`config.mk`:
```
export PLATFORM = sky130hd
export DESIGN_NAME = romulus_round_ctrl
export DESIGN_NICKNAME = d
export VERILOG_FILES = /design/src/rtl/romulus_round_ctrl.sv
export SDC_FILE = /design/constraint.sdc
export NUM_CORES = 1
export LEC_CHECK = 0
export ABC_AREA = 1
export CAP_MARGIN = 10
export CORE_MARGIN = 2
export CORE_UTILIZATION = 35
export DETAILED_ROUTE_END_ITERATION = 16
export HOLD_SLACK_MARGIN = 0.15
export PLACE_DENSITY = 0.69
export SLEW_MARGIN = 0
export SYNTH_ARGS = -nofsm -noshare
export SYNTH_HDL_FRONTEND = slang
export SYNTH_SLANG_ARGS = --single-unit
```
`constraint.sdc`:
```
create_clock -name clk -period 3.52 [get_ports clk]
set_input_delay 0.352 -clock clk [delete_from_list [all_inputs] [get_ports clk]]
set_output_delay 0.352 -clock clk [all_outputs]
set_load 0.1 [all_outputs]
```
`src/rtl/romulus_round_ctrl.sv`:
```
// SKINNY-128-384+ round sequencer for the Romulus datapath: round constant, phase ring and register enables.
// Optional build macro ROUND_CTRL_CORRECT_EN adds the CORRECT state that restores tweakey/counter after a call.
module romulus_round_ctrl #(
   parameter int ROUNDS       = 40,
   parameter int CLKS_PER_RND = 1
) (
   input  logic                    clk,
   input  logic                    rst,
   input  logic                    start,
   input  logic                    inc_cnt,
   output logic                    busy,
   output logic                    done,
   output logic [5:0]              round,
   output logic [5:0]              constant,
   output logic [CLKS_PER_RND-1:0] ring_en,
   output logic                    senc,
   output logic                    xenc,
   output logic                    yenc,
   output logic                    zenc,
   output logic                    sen,
   output logic                    xen,
   output logic                    yen,
   output logic                    zen,
   output logic                    correct_cnt
);

   typedef enum logic [1:0] {
      S_IDLE    = 2'd0,
      S_RUN     = 2'd1,
`ifdef ROUND_CTRL_CORRECT_EN
      S_CORRECT = 2'd2,
`endif
      S_DONE    = 2'd3
   } state_t;

   localparam logic [5:0]              LAST_RND      = 6'(ROUNDS - 1);
   localparam logic [CLKS_PER_RND-1:0] RING_FIRST    = CLKS_PER_RND'(1);
   localparam logic                    FIRST_IS_LAST = (CLKS_PER_RND == 1);

   state_t                  state_q;
   logic [5:0]              round_q, round_d;
   logic [5:0]              rc_q, rc_d;
   logic [CLKS_PER_RND-1:0] ring_q, ring_d;
   logic                    busy_q, done_q, enc_q, sen_q, xyz_q;
   logic                    last_phase;
`ifdef ROUND_CTRL_CORRECT_EN
   logic                    ccnt_q;
`endif

   // SKINNY 6-bit LFSR round-constant update
   assign rc_d       = {rc_q[4:0], rc_q[5] ^ rc_q[4] ^ 1'b1};
   assign round_d    = round_q + 6'd1;
   assign last_phase = ring_q[CLKS_PER_RND-1];

   generate
      if (CLKS_PER_RND == 1) begin : g_ring_single
         assign ring_d = ring_q;
      end else begin : g_ring_rot
         assign ring_d = {ring_q[CLKS_PER_RND-2:0], ring_q[CLKS_PER_RND-1]};
      end
   endgenerate

   always_ff @(posedge clk) begin
      if (rst) begin
         state_q <= S_IDLE;
         round_q <= '0;
         rc_q    <= '0;
         ring_q  <= '0;
         busy_q  <= 1'b0;
         done_q  <= 1'b0;
         enc_q   <= 1'b0;
         sen_q   <= 1'b0;
         xyz_q   <= 1'b0;
`ifdef ROUND_CTRL_CORRECT_EN
         ccnt_q  <= 1'b0;
`endif
      end else begin
         case (state_q)
            S_IDLE: begin
               if (start) begin
                  state_q <= S_RUN;
                  round_q <= '0;
                  rc_q    <= 6'h01;
                  ring_q  <= RING_FIRST;
                  busy_q  <= 1'b1;
                  enc_q   <= 1'b1;
                  sen_q   <= FIRST_IS_LAST;
                  xyz_q   <= FIRST_IS_LAST;
               end
            end
            S_RUN: begin
               if (last_phase && (round_q == LAST_RND)) begin
                  ring_q  <= '0;
                  enc_q   <= 1'b0;
                  sen_q   <= 1'b0;
`ifdef ROUND_CTRL_CORRECT_EN
                  state_q <= S_CORRECT;
                  xyz_q   <= 1'b1;
                  ccnt_q  <= inc_cnt;
`else
                  state_q <= S_DONE;
                  xyz_q   <= 1'b0;
                  done_q  <= 1'b1;
`endif
               end else begin
                  ring_q <= ring_d;
                  sen_q  <= ring_d[CLKS_PER_RND-1];
                  xyz_q  <= ring_d[CLKS_PER_RND-1];
                  if (last_phase) begin
                     round_q <= round_d;
                     rc_q    <= rc_d;
                  end
               end
            end
`ifdef ROUND_CTRL_CORRECT_EN
            S_CORRECT: begin
               state_q <= S_DONE;
               xyz_q   <= 1'b0;
               ccnt_q  <= 1'b0;
               done_q  <= 1'b1;
            end
`endif
            S_DONE: begin
               state_q <= S_IDLE;
               busy_q  <= 1'b0;
               done_q  <= 1'b0;
               round_q <= '0;
               rc_q    <= '0;
            end
            default: begin
               state_q <= S_IDLE;
               busy_q  <= 1'b0;
               done_q  <= 1'b0;
            end
         endcase
      end
   end

   assign busy     = busy_q;
   assign done     = done_q;
   assign round    = round_q;
   assign constant = rc_q;
   assign ring_en  = ring_q;
   assign senc     = enc_q;
   assign xenc     = enc_q;
   assign yenc     = enc_q;
   assign zenc     = enc_q;
   assign sen      = sen_q;
   assign xen      = xyz_q;
   assign yen      = xyz_q;
   assign zen      = xyz_q;

`ifdef ROUND_CTRL_CORRECT_EN
   assign correct_cnt = ccnt_q;
`else
   logic unused_inc_cnt;
   assign unused_inc_cnt = inc_cnt;
   assign correct_cnt    = 1'b0;
`endif

endmodule

```
==> out/qor.yml <==
timing:
  fin_setup_tns_ns: 0
  slew-limit-headroom_pct: 35.0
  drv_slew: 0
  worst_pin_slew_ns: 0.971
  post-route-min-period_ns: 2.40
  period_share_pct: 68.2
  clock_skew_ns: 0.00176
  fmax_ghz: 0.416
  setup_viol: 0
  hold_slack_ns: 0.469
  setup_slack_ns: 1.12
  finalHoldViolCount: 0
  rsz0062_at_grt: "false"
layout:
  final_core_util_pct: 46.4
  design_area_sq_mm: 0.00115
  drive_gt1_share_pct: 17.4
  antenna_cells: 0
  syn_to_final_growth_pct: 25.4
  nets: 150
  n_fill_cell: 265
worst_setup_path:
  critPathRequiredTime_ns: 3.17
  crit_path_max_fanout: 13
  worstPathArrival_ns: 2.05
  path_delay_family: "buffers and inverters"
  crit_path_end_kind: "output port"
  path_cells: "clkdlybuf4s50_1"
  critical_path_class: "reg2out"
  cpMaxStageDelayCell: "clkdlybuf4s50_1"
  path_buf_inv: 1
  slowest_delay_ns: 1.21
  startpoint_type: "flop"
yosys:
  yosys.cell_count.top_type: "nand2_1"
  syn_avg_cell_area_sq_um: 7.27
  synth-simple-area-share_pct: 32.5
  synth_mux_area_share_pct: 0
  netlist_area_sq_um: 916
  async_flop_share_pct: 0
  mappedNetlistNets: 131
  ys_types: 22
  synth_area_leaders: "dfxtp_1 37%, nand2_1 14%, a21oi_2 7.7%"
  ys_seq_elements: 17
  synth_top_family_by_area: "simple AND/OR/NAND/NOR gates"
  yosysTopAreaCell: "dfxtp_1"
  synth_flop_cell: "dfxtp_1"
  synthAdderAreaFrac_pct: 1.37
  synth-xor-area-share_pct: 0.956
  synth_edf_count: 0
  ys_seq_area_share_pct: 37.2
  synth_compound_area_share_pct: 12.0
  ys.warnings.count: 0
  yosysTopAreaCellShare_pct: 37.2
  synthTopCellsByCount: "34 x nand2_1, 17 x dfxtp_1, 11 x inv_1, 10 x nor2_1, 9 x buf_4"
  synthCells: 126
floorplanning:
  top_level_ports: 28
  die_y_microns: 55.2
  die_w_microns: 55.2
  die-area_sq_mm: 0.00304
  core_sq_mm: 0.00248
  rows: 18
  initial_core_util_pct: 37.0
clock_tree:
  cts_buffer_depth: 2
  post_cts_buffers: 0
  clk_pin_slew_ns: 0.10
  root_buffer: "clkbuf_4"
  cts_resized: 0
  cts.sinks: 17
  cts_hold_buffers: 0
  htreeDepth: 1
  cts_tree: "done"
  cts_made_buffers: 3
  clock_latency_ns: 0.29
status:
  status: "finished, final reports clean"
hold_path:
  hold_class: "reg2reg"
drt:
  via_per_inst: 4.70
  vias: 818
  routed_wl_microns: 1820
  dr.pass1.iters: 4
  antenna_left: 0
  drc_errors: 0
  drtIter0Drc: 6
  wl_per_cell_microns: 10.5
grt:
  grt_use_total_pct: 13.2
  busiest_layer: "met2"
  grt_overflow: 0
  grt_antenna_before_repair: 0
  grtUsageMet1_pct: 16.1
  grt_pass1_wl_microns: 2980
  grt_max_degree: 15
  grt_pass1_vias: 700
  use_met2_pct: 23.2
  met3_usage_pct: 2.15
power:
  p_per_area_mw_per_mm2: 407
  peakVddDrop_mv: 0.294
  power_leakage_uw: 0.000444
placement:
  hpwl_microns: 1350
  io_buffer_count: 25
  gp_congestion: 0.790
  place_area_sq_mm: 0.00112
  dp_slack_ns: 1.42
job:
  max_cap_viol_count: 0
[cells in the final DEF (no fill, tap or decap)]
cell type | netlist | routed
clkdlybuf4s50_1 | 0 | 25
clkinv_2 | 0 | 1
nor2_4 | 2 | 2
inv_2 | 5 | 5
nand4_1 | 2 | 2
a21oi_2 | 8 | 8
nor2_1 | 10 | 10
clkbuf_4 | 0 | 3
xor2_1 | 1 | 1
nor3_1 | 2 | 2
a21oi_1 | 5 | 5
ha_1 | 1 | 1
nand2_1 | 34 | 34
nand3_2 | 1 | 1
nand3_4 | 1 | 1
nand3_1 | 7 | 7
dfxtp_1 | 17 | 17
nand2_2 | 4 | 4
o21ai_1 | 2 | 2
conb_1 | 1 | 1
inv_1 | 11 | 11
o21ai_0 | 1 | 1
[final timing paths]
kind	startpoint	slack [ns]	cells past startpoint	to
min	done	0.47	2	done
min reg2reg	done	0.47	2	done
max reg2reg	round[0]	1.91	7	round[1]
max	xen	1.12	1	yen
[metal layers]
metal / wire [microns] / vias to the layer above
li1: - / 424
met1: 859 / 372
met2: 887 / 20
met3: 66 / 2
met4: 9 / 0
met5: 0 / -
[registers in the layout, summed over array words and instances (netlist names)]
register  flops
constant      6
round         6
state_q       2
busy          1
done          1
xen           1
[logic make-up after synthesis]
| family | Yosys count |
|---|---|
| AND/OR/NAND/NOR | 63 |
| adder cells (fa/ha/maj) | 1 |
| flip-flops | 17 |
| AO/OA/AOI/OAI | 16 |
| XOR/XNOR | 1 |
| buffers and inverters | 27 |
| other | 1 |
[report_power, final]
group	switching (uW)	leakage [uW]	total (uW)	internal (uW)
Sequential	7.83	0.000138	206	198
Combinational	124	0.000288	155	31.2
Clock	63.4	0.0000177	106	42.2
[stage by stage]
stage,total power (uW),instances
finish,467,174
global route,487,174
CTS,470,174
detailed placement,367,170
global placement,365,170
floorplan,348,126
[cell type report]
cell class / instances / area (sq um) / area share [%]
Multi-Input combinational cell: 82 / 433 / 37.7
Sequential cell: 17 / 340 / 29.6
Timing Repair Buffer: 25 / 250 / 21.8
Inverter: 16 / 60.1 / 5.23
Tap cell: 30 / 37.5 / 3.27
Clock buffer: 3 / 22.5 / 1.96
Clock inverter: 1 / 5.00 / 0.436
Note: power is estimated with default switching activity, not from simulation.
